`config.mk`:
```
export PLATFORM = sky130hd
export DESIGN_NAME = regfile_dump
export DESIGN_NICKNAME = d
export VERILOG_FILES = /design/src/rtl/regfile_dump.sv
export SDC_FILE = /design/constraint.sdc
export NUM_CORES = 1
export LEC_CHECK = 0
export ABC_AREA = 1
export ABC_CLOCK_PERIOD_IN_PS = 2000
export BUFFER_PORTS_ARGS = -buffer_cell sky130_fd_sc_hd__buf_2
export CAP_MARGIN = 15
export CORE_ASPECT_RATIO = 1.25
export CORE_MARGIN = 10
export CORE_UTILIZATION = 45
export CTS_BUF_LIST = sky130_fd_sc_hd__clkbuf_8
export DETAILED_ROUTE_END_ITERATION = 12
export PLACE_DENSITY = 0.78
export SLEW_MARGIN = 40
export SYNTH_ARGS = -nofsm -noshare
export SYNTH_HDL_FRONTEND = slang
export SYNTH_SLANG_ARGS = --single-unit
```
`constraint.sdc`:
```
create_clock -name clk -period 2 [get_ports clk]
set_clock_uncertainty 0.1 [all_clocks]
set_input_delay 0.2 -clock clk [delete_from_list [all_inputs] [get_ports clk]]
set_output_delay 0.2 -clock clk [all_outputs]
set_load 0.02 [all_outputs]
```
`src/rtl/regfile_dump.sv`:
```
// regfile_dump: streams the LEGv8 register file out over valid/ready.
// Optional checksum beat enabled by defining REGDUMP_CHECKSUM_EN.
module regfile_dump #(
    parameter int NREGS = 32
) (
    input  logic        clk,
    input  logic        reset,
    input  logic        start,
    output logic [4:0]  ra,
    input  logic [63:0] rd,
    output logic        out_valid,
    input  logic        out_ready,
    output logic [63:0] out_data,
    output logic [4:0]  out_addr,
    output logic        out_last,
    output logic        out_sum,
    output logic        busy,
    output logic        hold_req,
    output logic        done
);

    typedef enum logic [2:0] {
        IDLE,
        LOAD,
        SEND,
        CLOAD,
        DONE
    } state_t;

    localparam logic [4:0] LAST = 5'(NREGS - 1);

    state_t      state;
    state_t      state_nxt;
    logic [4:0]  idx;
    logic        hs;
    logic        at_last;

    assign hs      = out_valid & out_ready;
    assign at_last = (idx == LAST);

`ifdef REGDUMP_CHECKSUM_EN
    logic [63:0] sum;
`else
    assign out_sum = 1'b0;
`endif

    // State register
    always_ff @(posedge clk) begin
        if (reset) begin
            state <= IDLE;
        end else begin
            state <= state_nxt;
        end
    end

    // Next-state logic
    always_comb begin
        state_nxt = state;
        unique case (state)
            IDLE: begin
                if (start) begin
                    state_nxt = LOAD;
                end
            end
            LOAD: begin
                state_nxt = SEND;
            end
            SEND: begin
                if (hs) begin
`ifdef REGDUMP_CHECKSUM_EN
                    if (out_sum) begin
                        state_nxt = DONE;
                    end else if (!at_last) begin
                        state_nxt = LOAD;
                    end else begin
                        state_nxt = CLOAD;
                    end
`else
                    if (!at_last) begin
                        state_nxt = LOAD;
                    end else begin
                        state_nxt = DONE;
                    end
`endif
                end
            end
            CLOAD: begin
                state_nxt = SEND;
            end
            DONE: begin
                state_nxt = IDLE;
            end
            default: begin
                state_nxt = IDLE;
            end
        endcase
    end

    // State-decoded status outputs; address port follows the index
    always_comb begin
        busy     = (state != IDLE);
        hold_req = (state != IDLE);
        done     = (state == DONE);
        ra       = idx;
    end

    // Index and output beat registers
    always_ff @(posedge clk) begin
        if (reset) begin
            idx       <= 5'd0;
            out_valid <= 1'b0;
            out_data  <= 64'd0;
            out_addr  <= 5'd0;
            out_last  <= 1'b0;
`ifdef REGDUMP_CHECKSUM_EN
            out_sum   <= 1'b0;
`endif
        end else begin
            case (state)
                IDLE: begin
                    idx <= 5'd0;
                end
                LOAD: begin
                    out_data  <= rd;
                    out_addr  <= idx;
                    out_valid <= 1'b1;
`ifdef REGDUMP_CHECKSUM_EN
                    out_last  <= 1'b0;
                    out_sum   <= 1'b0;
`else
                    out_last  <= at_last;
`endif
                end
                SEND: begin
                    if (hs) begin
                        out_valid <= 1'b0;
                        if (!at_last) begin
                            idx <= idx + 5'd1;
                        end
                    end
                end
`ifdef REGDUMP_CHECKSUM_EN
                CLOAD: begin
                    out_data  <= sum;
                    out_addr  <= 5'd0;
                    out_valid <= 1'b1;
                    out_last  <= 1'b1;
                    out_sum   <= 1'b1;
                end
`endif
                default: begin
                end
            endcase
        end
    end

`ifdef REGDUMP_CHECKSUM_EN
    // XOR accumulator over every word loaded, cleared while idle
    always_ff @(posedge clk) begin
        if (reset) begin
            sum <= 64'd0;
        end else if (state == IDLE) begin
            sum <= 64'd0;
        end else if (state == LOAD) begin
            sum <= sum ^ rd;
        end
    end
`endif

endmodule

```
==> results_dict.tcl, run 1 <==
set metrics [dict create \
    finalSetupViolCount 0 \
    drive_above_1_share_pct 34.4 \
    rrSetupSlack_ns 0.33 \
    track_usage_pct 15.2 \
    worstHoldPathType "in -> reg" \
    rows 33 \
    dieArea_mm2 0.0106 \
    synth_top_cell_by_area "dfxtp_1" \
    holdPathEnd "out_data[17]" \
    syn_avg_cell_area_um2 8.19 \
    start_util_pct 46.6 \
    numPortBuffers 146 \
    power.leakage_nw 1.95 \
    post-route-min-period_ns 1.72 \
    dr_total_vias 2790 \
    dp_hpwl_mm 6.25 \
    synth_edf_count 0 \
    gp_congestion 0.799 \
    finalCritPeriodShare_pct 86.1 \
    synth_top_flop_cell "dfxtp_1" \
    cts-resized-gates 0 \
    drtPass1Iterations 4 \
    reg2reg_depth 11 \
    wl_per_cell_um 13.7 \
    final-max-slew-violation-count 0 \
    clk_path_buf_depth 2 \
    core-area_mm2 0.00665 \
    die_w_um 94.2 \
    reg2reg_from "ra[0]" \
    grt_pass1_wl_mm 12.8 \
    async_flop_share_pct 0 \
    fmax_mhz 581 \
    grt_setup_unrepaired "false" \
    grt_start_max_net_pins 85 \
    htreeDepth 3 \
    drc_errors 0 \
    worstHoldStart "rd[17]" \
    place_area_mm2 0.00378 \
    drt-initial-drc-count 83 \
    routed_via_density 4.59 \
    synth.most_common_cell "dfxtp_1" \
    worstSkewPairLatency_ns 0.33 \
    cts_root_buffer "clkbuf_8" \
    area_delta_synth_final_pct 29.8 \
    ys_ff_latch 79 \
    netlist_area_mm2 0.00310 \
    p_total_mw 4.38 \
    cp.required_ns 2.17 \
    r2r_end "ra[3]" \
    cap_violations 0 \
    endpoint_kind "flop" \
    ant_nets 0 \
    arrival_ns 1.89 \
    syn_inst 378 \
    max_slew_margin_pct 64.1 \
    critical_path_class "in -> reg" \
    cp_max_fo 34 \
    drt_wl_total_mm 8.35 \
    first_global_vias 2587 \
    syn_nets 448 \
    ys_warn_count 0 \
    ios 148 \
    seq_area_frac_synth_pct 51.1 \
    numCtsBuffers 9 \
    synthTopCellsByArea "dfxtp_1, a21oi_1, inv_1" \
    netlist.area_leader.share_pct 51.1 \
    grt_antenna_before_repair 1 \
    finalHoldViolCount 0 \
    synthDistinctLibCells 26 \
    cts.sinks 79 \
    design_area_mm2 0.00402 \
    grt_remaining_overflow 0 \
    whs_path_depth 3 \
    cts.clk_slew.worst_paths_ns 0.08 \
    power_density_mw_per_mm2 1090 \
    synth.top_cells.by_count "dfxtp_1, inv_1, a21oi_1, o21ai_0, nand2_1" \
    irDropWorstVdd_v 0.000631 \
    status "finished clean" \
    die_h_um 113 \
    tns_ns 0 \
    finalNetCount 586 \
    cts_tree "yes" \
    start_kind "input pin" \
    worstMarginPinSlew_ns 0.537 \
]
registers in the layout, summed over array words and instances (netlist names):
| signal | cells |
|---|---|
| out_addr | 5 |
| out_data | 64 |
| out_last | 1 |
| out_valid | 1 |
| ra | 5 |
| state | 3 |
stage by stage:
stage / setup WS (ns) / utilization, % / hold WS (ns) / cells
floorplan: 0.344 / - / 0.169 / 378
global placement: 0.448 / 56.9 / 0.326 / 590
detailed placement: 0.361 / 56.9 / 0.329 / 590
CTS: 0.313 / 60.4 / 0.00176 / 607
global route: 0.141 / 60.5 / 0.0145 / 608
finish: 0.278 / 60.5 / 0.0198 / 608
placed cells by master (no fill, tap or decap), types with 6 or more instances in the layout:
master and n:
buf_2 146, inv_1 79, dfxtp_1 79, a21oi_1 75, o21ai_0 50, nand2_1 20, o21ai_1 14, nor2_1 10
clkbuf_8 10, o21ai_2 7, nand3_1 6
kinds of logic (layout without fill, tap and decap cells):
logic type / Yosys count / in the layout / synth area share, %
flip-flops: 79 / 79 / 51.1
other: 1 / 2 / 0.121
AND/OR/NAND/NOR: 45 / 45 / 7.19
adder cells (fa/ha/maj): 2 / 2 / 0.808
AO/OA/AOI/OAI: 146 / 146 / 24.4
buffers and inverters: 105 / 247 / 16.4
how the worst max path moves through the flow:
stage | end | depth (start not counted) | slack, ns | startpoint
after floorplan | ra[1] | 11 | 0.34 | ra[0]
after global placement | ra[1] | 11 | 0.45 | ra[0]
after detailed placement | ra[3] | 11 | 0.36 | ra[0]
after CTS | out_data[30] | 6 | 0.31 | reset
after global routing | out_data[27] | 6 | 0.14 | reset
final | out_data[30] | 6 | 0.28 | reset
power breakdown:
| part | switching (mW) | internal, mW | total [mW] | leakage (nW) |
|---|---|---|---|---|
| Combinational | 0.790 | 0.399 | 1.19 | 1.18 |
| Sequential | 0.117 | 1.81 | 1.93 | 0.651 |
| Clock | 0.539 | 0.722 | 1.26 | 0.113 |
worst max-delay path, stage by stage:
cell and delay (ns):
dlygate4sd3_1 0.54, buf_2 0.16, inv_2 0.40, buf_4 0.32, o21ai_0 0.13, a21oi_1 0.12
metal layers:
metal | vias to the layer above | track usage, % | share of wire, %
met3 | 7 | 4.96 | 7.1
met1 | 1243 | 15.0 | 37
met5 | - | 0 | 0
met4 | 0 | 6.50 | 1.5
li1 | 1470 | - | -
met2 | 70 | 27.9 | 54
layout make-up:
class	instances	area (um^2)
Antenna cell	1	2.50
Clock buffer	10	138
Clock inverter	5	73.8
Fill cell	642	2630
Inverter	80	300
Multi-Input combinational cell	194	1010
Sequential cell	79	1580
Tap cell	87	109
Timing Repair Buffer	152	806
repair_timing:
item,in CTS,in global routing
hold buffers,2,0
endpoints found under the hold margin,5,0
setup buffers,0,0
(Power assumes the default switching activity.)
==> inputs of run 2 (changes only) <==
ABC_CLOCK_PERIOD_IN_PS = 2200   (was 2000)
CTS_BUF_LIST = default   (was sky130_fd_sc_hd__clkbuf_8)
clock period = 2.2 ns   (was 2 ns; I/O delays follow)
==> results_dict.tcl, run 2 (same netlist as run 1, synthesis figures left out) <==
set metrics [dict create \
    status "finished clean" \
    max_slew_margin_pct 66.7 \
    routed_via_density 4.60 \
    critical_path_class "reg -> reg" \
    wl_per_cell_um 13.7 \
    die_w_um 94.2 \
    start_util_pct 46.6 \
    drt_wl_total_mm 8.32 \
    track_usage_pct 15.0 \
    arrival_ns 1.83 \
    grt_setup_unrepaired "false" \
    largest_reg_flops 64 \
    finalNonFillerCells 607 \
    drtPass1Iterations 4 \
    worstSkewPairLatency_ns 0.33 \
    numCtsBuffers 9 \
    regMostFlops "out_data" \
    worstMarginPinSlew_ns 0.498 \
    power_density_mw_per_mm2 975 \
    drive_above_1_share_pct 34.6 \
    finalHoldViolCount 0 \
    dp_cells 590 \
    post-route-min-period_ns 1.70 \
    fin_ws_ns 0.502 \
    power.leakage_nw 1.92 \
    core-area_mm2 0.00665 \
    worstHoldPathType "in -> reg" \
    dr_total_vias 2790 \
    cts_tree "yes" \
    cap_violations 0 \
    pre_cts_slack_ns 0.515 \
    start_kind "flop" \
    grt_pass1_wl_mm 12.8 \
    htreeDepth 3 \
    cp.required_ns 2.34 \
    grt_antenna_before_repair 0 \
    finalNetCount 585 \
    drt-initial-drc-count 59 \
    diodes 0 \
    cts.clk_slew.worst_paths_ns 0.08 \
    mostFrequentLayoutCells "buf_2, dfxtp_1, inv_1" \
    cts_root_buffer "clkbuf_8" \
    first_global_vias 2638 \
    grt_remaining_overflow 0 \
    cp_max_fo 8 \
    tns_ns 0 \
    die_h_um 113 \
    gp_congestion 0.788 \
    area_delta_synth_final_pct 29.0 \
    rows 33 \
    finalCritPeriodShare_pct 77.2 \
    final-max-slew-violation-count 0 \
    clk_path_buf_depth 2 \
    drc_errors 0 \
    cts_setup_buffers 0 \
    fmax_mhz 589 \
    grt_start_max_net_pins 61 \
    endpoint_kind "flop" \
    layout_commonest_cell "buf_2" \
    dieArea_mm2 0.0106 \
    ios 148 \
    finalSetupViolCount 0 \
    numPortBuffers 146 \
    whs_ns 0.0487 \
    ant_nets 0 \
    irDropWorstVdd_v 0.000506 \
    dp_hpwl_mm 6.39 \
    cts.sinks 79 \
]
-- run 2: per-stage QoR --
| stage | util (%) | power, mW | cell area [um^2] |
|---|---|---|---|
| finish | 60.1 | 3.90 | 3990 |
| global route | 60.1 | 4.13 | 3990 |
| CTS | 60.1 | 3.95 | 3990 |
| detailed placement | 56.9 | 2.88 | 3780 |
| global placement | 56.9 | 2.85 | 3780 |
| floorplan | - | 2.56 | 3100 |
-- run 2: worst paths after layout --
kind | from | endpoint | slack [ns] | cells past startpoint
worst max-delay path | ra[0] | ra[1] | 0.50 | 11
worst min-delay path | rd[17] | out_data[17] | 0.05 | 3
worst max register to register | ra[0] | ra[1] | 0.50 | 11
worst min register to register | out_data[5] | out_data[5] | 0.34 | 2
-- run 2: critical path, stage by stage, from the launching register on --
cell     delay, ns
dfxtp_1       0.42
ha_1          0.21
nand2_1       0.09
nor2_1        0.11
ha_1          0.19
inv_1         0.05
nand2_1       0.10
nand2_4       0.10
nand2_4       0.08
nand2_1       0.05
nand2_1       0.05
nor2_1        0.04
-- run 2: per-layer routing --
| layer | routed length [um] | share of wire (%) | up-vias | GRT usage (%) |
|---|---|---|---|---|
| met5 | 0 | 0 | - | 0 |
| met4 | 179 | 2.2 | 0 | 7.41 |
| met3 | 617 | 7.4 | 12 | 4.17 |
| met2 | 4590 | 55 | 74 | 27.5 |
| met1 | 2930 | 35 | 1231 | 15.0 |
| li1 | - | - | 1473 | - |
-- run 2: timing repair --
| item | in CTS | in global routing |
|---|---|---|
| hold buffers | 1 | 0 |
| gates resized for setup | 0 | 0 |
| hold endpoints to repair | 3 | 0 |
-- run 2: layout make-up --
cell class	count	area, um^2
Multi-Input combinational cell	194	1010
Clock inverter	5	57.6
Sequential cell	79	1580
Timing Repair Buffer	151	796
Tap cell	87	109
Fill cell	623	2650
Inverter	80	300
Clock buffer	11	141
-- run 2: power by group --
| group | switching, mW | total, mW | internal, mW |
|---|---|---|---|
| Clock | 0.505 | 1.06 | 0.554 |
| Sequential | 0.109 | 1.76 | 1.65 |
| Combinational | 0.717 | 1.08 | 0.364 |
==> inputs of run 3 (changes only) <==
ABC_CLOCK_PERIOD_IN_PS = 1400   (was 2200)
CORE_UTILIZATION = 41   (was 45)
PLACE_DENSITY = 0.75   (was 0.78)
clock period = 1.4 ns   (was 2.2 ns; I/O delays follow)
==> results_dict.tcl, run 3 (same netlist as run 1, synthesis figures left out) <==
set metrics [dict create \
    routed_via_density 4.58 \
    cp.required_ns 1.56 \
    drc_errors 0 \
    slowest_stage "dfxtp_4" \
    dieArea_mm2 0.0115 \
    drt_wl_total_mm 9.50 \
    power_density_mw_per_mm2 1370 \
    cts.sinks 79 \
    gp_congestion 0.832 \
    dp_hpwl_mm 6.37 \
    finalHoldViolCount 0 \
    finalNonFillerCells 682 \
    numPortBuffers 146 \
    crit_cells 11 \
    violations "setup timing" \
    crit_chain "ha_4, nand2_4, nor2_4, ha_4, inv_2, nand2_2, nand2_4, nand3_2, nand2_1, inv_1, nor2_1" \
    ios 148 \
    critical_path_class "reg -> reg" \
    cts_root_buffer "clkbuf_8" \
    status "complete, but fails checks" \
    rows 35 \
    fin_ws_ns -0.0333 \
    whs_path_depth 3 \
    track_usage_pct 15.6 \
    dr_total_vias 3124 \
    drtPass1Iterations 4 \
    regMostFlops "out_data" \
    whs_ns 0.0164 \
    cp_max_fo 8 \
    start_kind "flop" \
    largest_reg_flops 64 \
    die_w_um 97.7 \
    grt_antenna_before_repair 1 \
    mostFrequentLayoutCells "buf_2, inv_1, a21oi_1, dfxtp_1, dlygate4sd3_1" \
    irDropWorstVdd_v 0.00104 \
    start_util_pct 42.1 \
    grt_setup_unrepaired "true" \
    ant_nets 0 \
    arrival_ns 1.59 \
    fmax_mhz 698 \
    worstHoldPathType "in -> reg" \
    drive_above_1_share_pct 35.4 \
    grt_remaining_overflow 0 \
    reg2reg_depth 11 \
    final-max-slew-violation-count 0 \
    finalSetupViolCount 3 \
    grt_start_max_net_pins 54 \
    endpoint_kind "flop" \
    worstSkewPairLatency_ns 0.33 \
    dp_cells 602 \
    cap_violations 0 \
    first_global_vias 3074 \
    fillCellCount 609 \
    finalCritPeriodShare_pct 102 \
    clk_path_buf_depth 2 \
    cp_num_buf_inv 2 \
    htreeDepth 3 \
    numCtsBuffers 9 \
    area_delta_synth_final_pct 55.8 \
    cts.clk_slew.worst_paths_ns 0.08 \
    power.leakage_nw 2.28 \
    max_stage_delay_ns 0.36 \
    path_delay_family "simple AND/OR/NAND/NOR gates" \
    grt_pass1_wl_mm 14.6 \
    drt-initial-drc-count 107 \
    core-area_mm2 0.00736 \
    wl_per_cell_um 13.9 \
    tns_ns -0.0847 \
    finalNetCount 654 \
    post-route-min-period_ns 1.43 \
    cts_tree "yes" \
    layout_commonest_cell "buf_2" \
    die_h_um 117 \
]
## run 3: repair_timing
| action | in CTS | in global routing |
|---|---|---|
| endpoints found under the setup margin | 8 | 15 |
| hold buffers | 58 | 0 |
| setup buffers | 2 | 4 |
| pin swaps | 6 | 13 |
| endpoints found under the hold margin | 60 | 0 |
| resized for setup | 5 | 15 |
## run 3: power by group
group / internal [mW] / leakage (nW) / switching, mW
Combinational: 0.752 / 1.51 / 1.20
Sequential: 2.59 / 0.654 / 0.179
Clock: 1.15 / 0.118 / 0.748
## run 3: path summary, 6_finish.rpt
kind / startpoint / end / slack, ns
worst max register to register: ra[1] / ra[2] / -0.03
worst min-delay path: rd[0] / out_data[0] / 0.02
worst max-delay path: ra[1] / ra[2] / -0.03
worst min register to register: out_data[11] / out_data[11] / 0.34
## run 3: per-stage QoR
stage	setup WS [ns]	utilization, %	power, mW	cell area, um^2
2_1_floorplan	-0.0669	-	4.04	3130
3_3_place_gp	-0.0321	53.0	4.54	3900
3_5_place_dp	-0.0715	53.0	4.60	3900
4_1_cts	-0.0640	64.5	6.68	4740
5_1_grt	-0.123	65.5	7.02	4820
6_report	-0.0333	65.6	6.62	4820
## run 3: metal layers
metal / global-route usage [%] / share of wire, % / vias to the layer above
li1: - / - / 1611
met4: 8.83 / 3.4 / 0
met5: 0 / 0 / -
met2: 28.9 / 56 / 84
met1: 15.5 / 36 / 1409
met3: 4.29 / 4.4 / 20
## run 3: area by class of cell
| type | count | area [um^2] | area share (%) |
|---|---|---|---|
| Clock buffer | 12 | 166 | 3.45 |
| Multi-Input combinational cell | 194 | 1080 | 22.5 |
| Timing Repair Buffer | 220 | 1490 | 30.9 |
| Inverter | 80 | 300 | 6.22 |
| Clock inverter | 3 | 65.1 | 1.35 |
| Antenna cell | 2 | 5.00 | 0.104 |
| Tap cell | 92 | 115 | 2.39 |
| Sequential cell | 79 | 1600 | 33.1 |
## run 3: worst min-delay path, cell delays in order
cell and delay [ns]:
buf_2 0.07, o21ai_0 0.07, a21oi_1 0.11
